**src/rtl/mem_port_arbiter_pkg.sv**
```systemverilog
// Shared types for the IF/MEM memory-port arbiter: FSM state, access owner, memory func3 codes.
package mem_arb_pkg;

  typedef enum logic {
    ST_IDLE = 1'b0,
    ST_WAIT = 1'b1
  } arb_state_e;

  typedef enum logic [1:0] {
    OWN_NONE = 2'd0,
    OWN_IF   = 2'd1,
    OWN_D    = 2'd2
  } arb_owner_e;

  localparam int F3_W = 3;
  typedef logic [F3_W-1:0] func3_t;

  // Size/sign codes interpreted by the memory itself.
  localparam func3_t F3_LB  = 3'b000;
  localparam func3_t F3_LH  = 3'b001;
  localparam func3_t F3_LW  = 3'b010;
  localparam func3_t F3_LBU = 3'b100;
  localparam func3_t F3_LHU = 3'b101;
  localparam func3_t F3_SB  = 3'b000;
  localparam func3_t F3_SH  = 3'b001;
  localparam func3_t F3_SW  = 3'b010;

endpackage

```
**src/rtl/mem_port_arbiter_if.sv**
```systemverilog
// Fetch and data request/response channels plus the shared memory command port.
interface mem_port_arbiter_if
  import mem_arb_pkg::*;
#(
  parameter int ADDR_W = 8,
  parameter int DATA_W = 32
);
  logic              if_req;
  logic [ADDR_W-1:0] if_addr;
  logic              if_gnt;
  logic              if_stall;
  logic              if_rvalid;
  logic [DATA_W-1:0] if_rdata;

  logic              d_req;
  logic              d_we;
  logic [ADDR_W-1:0] d_addr;
  logic [DATA_W-1:0] d_wdata;
  func3_t            d_func3;
  logic              d_gnt;
  logic              d_stall;
  logic              d_rvalid;
  logic [DATA_W-1:0] d_rdata;

  logic              mem_en;
  logic              mem_we;
  logic [ADDR_W-1:0] mem_addr;
  logic [DATA_W-1:0] mem_wdata;
  func3_t            mem_func3;
  logic [DATA_W-1:0] mem_rdata;

  // Arbiter view.
  modport slave (
    input  if_req, if_addr, d_req, d_we, d_addr, d_wdata, d_func3, mem_rdata,
    output if_gnt, if_stall, if_rvalid, if_rdata,
    output d_gnt, d_stall, d_rvalid, d_rdata,
    output mem_en, mem_we, mem_addr, mem_wdata, mem_func3
  );

  // Core pipeline and memory view.
  modport master (
    output if_req, if_addr, d_req, d_we, d_addr, d_wdata, d_func3, mem_rdata,
    input  if_gnt, if_stall, if_rvalid, if_rdata,
    input  d_gnt, d_stall, d_rvalid, d_rdata,
    input  mem_en, mem_we, mem_addr, mem_wdata, mem_func3
  );

endinterface

```
**src/rtl/mem_port_arbiter_lat_cnt.sv**
```systemverilog
// Loadable down-counter tracking memory latency; done marks the cycle read data is valid.
module arb_lat_cnt #(
  parameter int MEM_LAT = 1
) (
  input  logic clk,
  input  logic rst,
  input  logic start,
  output logic done
);

  localparam int CW = $clog2(MEM_LAT + 1);
  localparam logic [CW-1:0] LOAD_VAL = CW'(MEM_LAT);

  logic [CW-1:0] cnt_r;

  // Latency count: reload on start, otherwise count down to zero.
  always_ff @(posedge clk) begin
    if (rst) begin
      cnt_r <= {CW{1'b0}};
    end else if (start) begin
      cnt_r <= LOAD_VAL;
    end else if (cnt_r != {CW{1'b0}}) begin
      cnt_r <= cnt_r - CW'(1'b1);
    end else begin
      cnt_r <= cnt_r;
    end
  end

  assign done = (cnt_r == CW'(1'b1));

endmodule

```
**src/rtl/mem_port_arbiter.sv**
```systemverilog
// Shares one single-port memory between instruction fetch and MEM-stage data accesses.
// Optional fetch starvation guard enabled by defining ARB_STARVE_GUARD_EN.
module mem_port_arbiter
  import mem_arb_pkg::*;
#(
  parameter int ADDR_W     = 8,
  parameter int DATA_W     = 32,
  parameter int MEM_LAT    = 1,
  parameter int STARVE_MAX = 3
) (
  input logic               clk,
  input logic               rst,
  mem_port_arbiter_if.slave bus
);

  if (MEM_LAT < 1 || STARVE_MAX < 0) begin : g_bad_cfg
    $error("mem_port_arbiter: MEM_LAT must be >= 1 and STARVE_MAX >= 0");
  end

  arb_state_e        state_r;
  arb_state_e        state_n_s;
  arb_owner_e        owner_r;
  arb_owner_e        owner_n_s;
  logic              d_we_r;

  logic              done_s;
  logic              free_s;
  logic              force_if_s;
  logic              if_gnt_s;
  logic              d_gnt_s;
  logic              start_s;

  logic              mem_en_s;
  logic              mem_we_s;
  logic [ADDR_W-1:0] mem_addr_s;
  logic [DATA_W-1:0] mem_wdata_s;
  func3_t            mem_func3_s;

  logic              if_rvalid_r;
  logic [DATA_W-1:0] if_rdata_r;
  logic              d_rvalid_r;
  logic [DATA_W-1:0] d_rdata_r;

  arb_lat_cnt #(.MEM_LAT(MEM_LAT)) u_lat_cnt (
    .clk   (clk),
    .rst   (rst),
    .start (start_s),
    .done  (done_s)
  );

  // The memory is free in the cycle its read data is valid, so grants can chain.
  assign free_s  = (state_r == ST_IDLE) | done_s;
  assign start_s = if_gnt_s | d_gnt_s;

`ifdef ARB_STARVE_GUARD_EN
  localparam int SCW = (STARVE_MAX < 1) ? 1 : $clog2(STARVE_MAX + 1);
  localparam logic [SCW-1:0] STARVE_LIM = SCW'(STARVE_MAX);

  logic [SCW-1:0] starve_cnt_r;

  // Starvation counter: counts denied fetch cycles, saturating, cleared by a fetch grant.
  always_ff @(posedge clk) begin
    if (rst) begin
      starve_cnt_r <= {SCW{1'b0}};
    end else if (if_gnt_s) begin
      starve_cnt_r <= {SCW{1'b0}};
    end else if (bus.if_req && (starve_cnt_r != STARVE_LIM)) begin
      starve_cnt_r <= starve_cnt_r + SCW'(1'b1);
    end else begin
      starve_cnt_r <= starve_cnt_r;
    end
  end

  assign force_if_s = bus.if_req & (starve_cnt_r == STARVE_LIM);
`else
  assign force_if_s = 1'b0;
`endif

  // Grant selection: data first unless fetch has starved; nothing granted during reset.
  always_comb begin
    if_gnt_s = 1'b0;
    d_gnt_s  = 1'b0;
    if (rst || !free_s) begin
      if_gnt_s = 1'b0;
    end else if (bus.d_req && !force_if_s) begin
      d_gnt_s = 1'b1;
    end else if (bus.if_req) begin
      if_gnt_s = 1'b1;
    end else begin
      d_gnt_s = 1'b0;
    end
  end

  // Memory command mux driven by the granted requester.
  always_comb begin
    mem_en_s    = 1'b0;
    mem_we_s    = 1'b0;
    mem_addr_s  = {ADDR_W{1'b0}};
    mem_wdata_s = {DATA_W{1'b0}};
    mem_func3_s = 3'b000;
    if (d_gnt_s) begin
      mem_en_s    = 1'b1;
      mem_we_s    = bus.d_we;
      mem_addr_s  = bus.d_addr;
      mem_wdata_s = bus.d_wdata;
      mem_func3_s = bus.d_func3;
    end else if (if_gnt_s) begin
      mem_en_s    = 1'b1;
      mem_addr_s  = bus.if_addr;
      mem_func3_s = F3_LW;
    end else begin
      mem_en_s = 1'b0;
    end
  end

  // Next state and owner of the outstanding access.
  always_comb begin
    state_n_s = state_r;
    owner_n_s = owner_r;
    case (state_r)
      ST_IDLE: begin
        if (start_s) begin
          state_n_s = ST_WAIT;
          owner_n_s = d_gnt_s ? OWN_D : OWN_IF;
        end else begin
          state_n_s = ST_IDLE;
          owner_n_s = OWN_NONE;
        end
      end
      ST_WAIT: begin
        if (start_s) begin
          state_n_s = ST_WAIT;
          owner_n_s = d_gnt_s ? OWN_D : OWN_IF;
        end else if (done_s) begin
          state_n_s = ST_IDLE;
          owner_n_s = OWN_NONE;
        end else begin
          state_n_s = ST_WAIT;
          owner_n_s = owner_r;
        end
      end
      default: begin
        state_n_s = ST_IDLE;
        owner_n_s = OWN_NONE;
      end
    endcase
  end

  // State, owner and store flag registers.
  always_ff @(posedge clk) begin
    if (rst) begin
      state_r <= ST_IDLE;
      owner_r <= OWN_NONE;
      d_we_r  <= 1'b0;
    end else begin
      state_r <= state_n_s;
      owner_r <= owner_n_s;
      d_we_r  <= d_gnt_s ? bus.d_we : d_we_r;
    end
  end

  // Response registers: route the completed access to its owner only; stores return zero.
  always_ff @(posedge clk) begin
    if (rst) begin
      if_rvalid_r <= 1'b0;
      if_rdata_r  <= {DATA_W{1'b0}};
      d_rvalid_r  <= 1'b0;
      d_rdata_r   <= {DATA_W{1'b0}};
    end else begin
      if_rvalid_r <= done_s && (owner_r == OWN_IF);
      if_rdata_r  <= (done_s && (owner_r == OWN_IF)) ? bus.mem_rdata : {DATA_W{1'b0}};
      d_rvalid_r  <= done_s && (owner_r == OWN_D);
      d_rdata_r   <= (done_s && (owner_r == OWN_D) && !d_we_r) ? bus.mem_rdata : {DATA_W{1'b0}};
    end
  end

  assign bus.if_gnt    = if_gnt_s;
  assign bus.if_stall  = bus.if_req & ~if_gnt_s;
  assign bus.if_rvalid = if_rvalid_r;
  assign bus.if_rdata  = if_rdata_r;
  assign bus.d_gnt     = d_gnt_s;
  assign bus.d_stall   = bus.d_req & ~d_gnt_s;
  assign bus.d_rvalid  = d_rvalid_r;
  assign bus.d_rdata   = d_rdata_r;
  assign bus.mem_en    = mem_en_s;
  assign bus.mem_we    = mem_we_s;
  assign bus.mem_addr  = mem_addr_s;
  assign bus.mem_wdata = mem_wdata_s;
  assign bus.mem_func3 = mem_func3_s;

endmodule

```
**src/flat_wrapper.sv**
```systemverilog
// flat-port wrapper written by rule: the top's interface ports become plain ports
module mem_port_arbiter_flat import mem_arb_pkg::*;
#(
  parameter int ADDR_W     = 8,
  parameter int DATA_W     = 32,
  parameter int MEM_LAT    = 1,
  parameter int STARVE_MAX = 3
)
  (clk, rst, bus_if_req, bus_if_addr, bus_d_req, bus_d_we, bus_d_addr, bus_d_wdata, bus_d_func3, bus_mem_rdata, bus_if_gnt, bus_if_stall, bus_if_rvalid, bus_if_rdata, bus_d_gnt, bus_d_stall, bus_d_rvalid, bus_d_rdata, bus_mem_en, bus_mem_we, bus_mem_addr, bus_mem_wdata, bus_mem_func3);
  mem_port_arbiter_if #(.ADDR_W(ADDR_W), .DATA_W(DATA_W)) bus_i ();
  input logic clk;
  input logic rst;
  input wire logic [$bits(bus_i.if_req)-1:0] bus_if_req;
  input wire logic [$bits(bus_i.if_addr)-1:0] bus_if_addr;
  input wire logic [$bits(bus_i.d_req)-1:0] bus_d_req;
  input wire logic [$bits(bus_i.d_we)-1:0] bus_d_we;
  input wire logic [$bits(bus_i.d_addr)-1:0] bus_d_addr;
  input wire logic [$bits(bus_i.d_wdata)-1:0] bus_d_wdata;
  input wire logic [$bits(bus_i.d_func3)-1:0] bus_d_func3;
  input wire logic [$bits(bus_i.mem_rdata)-1:0] bus_mem_rdata;
  output wire logic [$bits(bus_i.if_gnt)-1:0] bus_if_gnt;
  output wire logic [$bits(bus_i.if_stall)-1:0] bus_if_stall;
  output wire logic [$bits(bus_i.if_rvalid)-1:0] bus_if_rvalid;
  output wire logic [$bits(bus_i.if_rdata)-1:0] bus_if_rdata;
  output wire logic [$bits(bus_i.d_gnt)-1:0] bus_d_gnt;
  output wire logic [$bits(bus_i.d_stall)-1:0] bus_d_stall;
  output wire logic [$bits(bus_i.d_rvalid)-1:0] bus_d_rvalid;
  output wire logic [$bits(bus_i.d_rdata)-1:0] bus_d_rdata;
  output wire logic [$bits(bus_i.mem_en)-1:0] bus_mem_en;
  output wire logic [$bits(bus_i.mem_we)-1:0] bus_mem_we;
  output wire logic [$bits(bus_i.mem_addr)-1:0] bus_mem_addr;
  output wire logic [$bits(bus_i.mem_wdata)-1:0] bus_mem_wdata;
  output wire logic [$bits(bus_i.mem_func3)-1:0] bus_mem_func3;
  assign bus_i.if_req = bus_if_req;
  assign bus_i.if_addr = bus_if_addr;
  assign bus_i.d_req = bus_d_req;
  assign bus_i.d_we = bus_d_we;
  assign bus_i.d_addr = bus_d_addr;
  assign bus_i.d_wdata = bus_d_wdata;
  assign bus_i.d_func3 = bus_d_func3;
  assign bus_i.mem_rdata = bus_mem_rdata;
  assign bus_if_gnt = bus_i.if_gnt;
  assign bus_if_stall = bus_i.if_stall;
  assign bus_if_rvalid = bus_i.if_rvalid;
  assign bus_if_rdata = bus_i.if_rdata;
  assign bus_d_gnt = bus_i.d_gnt;
  assign bus_d_stall = bus_i.d_stall;
  assign bus_d_rvalid = bus_i.d_rvalid;
  assign bus_d_rdata = bus_i.d_rdata;
  assign bus_mem_en = bus_i.mem_en;
  assign bus_mem_we = bus_i.mem_we;
  assign bus_mem_addr = bus_i.mem_addr;
  assign bus_mem_wdata = bus_i.mem_wdata;
  assign bus_mem_func3 = bus_i.mem_func3;
  mem_port_arbiter #(.ADDR_W(ADDR_W), .DATA_W(DATA_W), .MEM_LAT(MEM_LAT), .STARVE_MAX(STARVE_MAX)) u_core (.clk(clk), .rst(rst), .bus(bus_i));
endmodule
```
**config.mk**
```make
export PLATFORM = sky130hd
export DESIGN_NAME = mem_port_arbiter_flat
export DESIGN_NICKNAME = d
export VERILOG_FILES = /design/src/rtl/mem_port_arbiter_pkg.sv /design/src/rtl/mem_port_arbiter_if.sv /design/src/rtl/mem_port_arbiter_lat_cnt.sv /design/src/rtl/mem_port_arbiter.sv /design/src/flat_wrapper.sv
export SDC_FILE = /design/constraint.sdc
export NUM_CORES = 1
export LEC_CHECK = 0
export CAP_MARGIN = 30
export CORE_AREA = 2 2 92 85
export DETAILED_ROUTE_END_ITERATION = 7
export DIE_AREA = 0 0 94 87
export PLACE_DENSITY_LB_ADDON = 0.05
export SLEW_MARGIN = 20
export SYNTH_ARGS = -nofsm -noshare
export SYNTH_HDL_FRONTEND = slang
export SYNTH_SLANG_ARGS = --single-unit
export TNS_END_PERCENT = 1
```
**constraint.sdc**
```tcl
create_clock -name clk -period 5 [get_ports clk]
set_clock_uncertainty 0.15 [all_clocks]
set_input_delay 1.5 -clock clk [delete_from_list [all_inputs] [get_ports clk]]
set_output_delay 1.5 -clock clk [all_outputs]
set_load 0.05 [all_outputs]
```
==> summary.txt <==
Starting utilization of the core area: 32.87%
Crit share post-route: 94.47%
Site Rows: 30
Number of hold violations in the final report: 0
Post-CTS setup-driven buffer insertion count: 0
Critical path start-end classification: in2out
Wire length of the first global-routing pass: 11210 um
Routability cong.: 0.8088
Placed wire-length estimate: 6101 um
Share of cells above drive strength 1: 23.98%
Number of gates given a new drive strength after cts: 0
Die Footprint: 0.008178 mm^2
Via count of the first global-routing pass: 2126
CTS sink cnt: 71
Maximum number of pins on one net before global-route repair: 49
Area of the placeable core: 0.007320 mm^2
Simple-gate share of the synthesized area: 32.55%
Critical path's slowest cell: clkdlybuf4s50_1
Maximum buffer depth of the clock tree: 2
Yosys warnings: 0
Seq cells post-synth: 71
Finished Layout Cells: 513
Power, Total: 0.001291 W
Post-layout nets: 500
Final routed DRC violation total: 0
Clock latency reported for the late side of the worst-skew pair: 0.33 ns
Routed wire per std cell: 14.76 um
Multiplexer share of the synthesized area: 0.8840%
Critical path data arrival time: 3.07 ns
Worst path cell trace: clkdlybuf4s50_1 -> nor4b_4 -> buf_4 -> a22o_1 -> buf_12
FF-to-FF Start: u_core.u_lat_cnt.done
Leakage power total: 2.074 nW
Average footprint of a synthesized cell: 11.40 um^2
Run status: complete, no violations
Most common library cell in the layout ignoring fill and taps: clkdlybuf4s50_1
Worst reg2reg path endpoint: u_core.u_lat_cnt.done
Sum of negative setup slack: 0 ns
Die outline height: 87 um
Leftover overflow at the end of global routing: 0
Antenna violations before repair: 0
Shortest clock period the worst path allows after layout: 4.723 ns
Max cap viols: 0
Part of the Yosys area used for sequential elements: 59.07%
Total placed cells including tap cells: 497
Final Slew Violations: 0
Worst-case headroom to the max-slew limit: 56.76%
Relative area change from synthesis to final layout: 114.2%
Dominant combinational cell family by area after synthesis: simple AND/OR/NAND/NOR gates
CP Max Fanout: 14
Depth of the worst register-to-register path: 4
Cells after synthesis: 211
Share of synthesized cell area in full adder, half adder and majority cells: 0%
Starting DRC count in detailed routing: 46
Count of nets left with antenna violations after detail routing: 0
Clock root buffer master: clkbuf_8
Share of Yosys cell area claimed by the top area cell type: 59.07%
Final setup violating endpoints: 0
Top cells by area in the synthesized netlist: dfxtp_1 59%, and2_1 20%, and2_2 7.5%, a22o_1 2.9%, clkbuf_2 1.0%
R2R setup slack: 3.30 ns
Required time of the critical path: 3.35 ns
End point of the critical path: bus_mem_addr[3]
Top library cells by usage in the layout, fill and taps aside: 153 x clkdlybuf4s50_1, 75 x and2_1, 71 x dfxtp_1
Critical Path Start Type: input port
HP Class: reg2reg
Total vias in the final route: 2124
Inserted Diodes: 0
H-Tree Depth: 3
RSZ-0062 raised after global routing: no
Worst-case vdd ir drop: 0.0001401 V
Nature of the critical path endpoint: primary output
Launch point of the critical path: rst
# IOs: 203
Top achievable clock speed: 211.7 MHz
CTS buffer count: 9
Post-route core utilization: 70.43%
Syn_nets: 299
Overall routing resource usage: 18.49%
Cell type contributing the most total cell area after synthesis: dfxtp_1
Crit-path max cell delay: 0.63 ns
Number of detailed-route iterations in the first pass: 4
Power per cell area: 250.5 mW/mm^2
Via density: 4.140
Summed instance area of the synthesized netlist: 0.002406 mm^2
Number of distinct library cells after synthesis: 25
Actual transition at the worst max-transition pin: 0.6472 ns
IO buf count: 202
Number of buffers added to fix hold violations after cts: 0
Post-synthesis xor/xnor area fraction: 0%
Clock Pin Slew Worst Setup and Hold Paths: 0.07 ns
Clock tree from TritonCTS: done
Die Wd: 94 um
Synth Area in Compound Gates: 3.900%
Total wire length after detailed routing: 7574 um
Worst slack on hold paths: 0.3539 ns
[cells by family (layout without fill, tap and decap cells)]
family,count (synthesis),in the layout
flip-flops,71,71
AO/OA/AOI/OAI,11,11
AND/OR/NAND/NOR,112,112
buffers and inverters,15,221
multiplexers,2,2
[layer usage]
metal	global-route usage (%)	share of wire, %	up-vias
met1	19.60	36	946
met4	7.510	1.4	0
met2	32.01	51	111
li1	-	-	1057
met5	0	0	-
met3	8.398	11	10
[how the worst min path moves through the flow]
stage                           start             endpoint  slack [ns]  depth (start not counted)
floorplan           u_core.owner_r[0]  u_core.bus.d_rvalid        0.32                          1
global placement    u_core.owner_r[0]  u_core.bus.d_rvalid        0.34                          1
detailed placement  u_core.owner_r[0]  u_core.bus.d_rvalid        0.34                          1
CTS                 u_core.owner_r[0]  u_core.bus.d_rvalid        0.35                          1
global route        u_core.owner_r[1]  u_core.bus.d_rvalid        0.38                          1
finish              u_core.owner_r[0]  u_core.bus.d_rvalid        0.35                          1
[worst max-delay path, delay by kind of cell]
family,cells,cell delay (ns)
AOI/OAI and AO/OA,1,0.21
buffers and inverters,3,1.03
and+or+nand+nor,1,0.33
[stage by stage]
stage / area [um^2] / worst slack, ns
after floorplan: 2406 / 0.6627
after global placement: 4959 / 0.3126
after detailed placement: 4959 / 0.2843
after CTS: 5155 / 0.2810
after global routing: 5155 / 0.1686
final: 5155 / 0.2767
[synthesized netlist by cell type, drive strengths merged]
cell / number
a21o: 1
a22o: 8
a31o: 1
and2: 99
and2b: 2
and4bb: 1
buf: 7
clkbuf: 7
dfxtp: 71
inv: 1
mux2: 1
mux2i: 1
nor2: 2
nor2b: 2
nor3: 1
nor3b: 1
nor4b: 1
nor4bb: 1
o21a: 1
or2: 2
[area by class of cell]
| cell class | count | area [um^2] |
|---|---|---|
| fillers | 564 | 2165 |
| multi-input cells | 125 | 898.4 |
| well taps | 96 | 120.1 |
| repair buffers | 204 | 2515 |
| clock buffers | 9 | 123.9 |
| inverters | 1 | 3.754 |
| flip-flops and latches | 71 | 1421 |
| clock inverters | 7 | 72.57 |
[power by group]
| group | switching, W | internal [W] |
|---|---|---|
| clock network | 0.000209 | 0.000231 |
| registers | 0.00000273 | 0.000572 |
| logic | 0.000128 | 0.000149 |
[registers in the layout, summed over array words and instances, names as in the netlist]
signal / count
u_core.bus.d_rdata: 32
u_core.bus.if_rdata: 32
u_core.owner_r: 2
u_core.bus.d_rvalid: 1
u_core.bus.if_rvalid: 1
u_core.d_we_r: 1
u_core.state_r: 1
u_core.u_lat_cnt.done: 1
(Power assumes the default switching activity.)
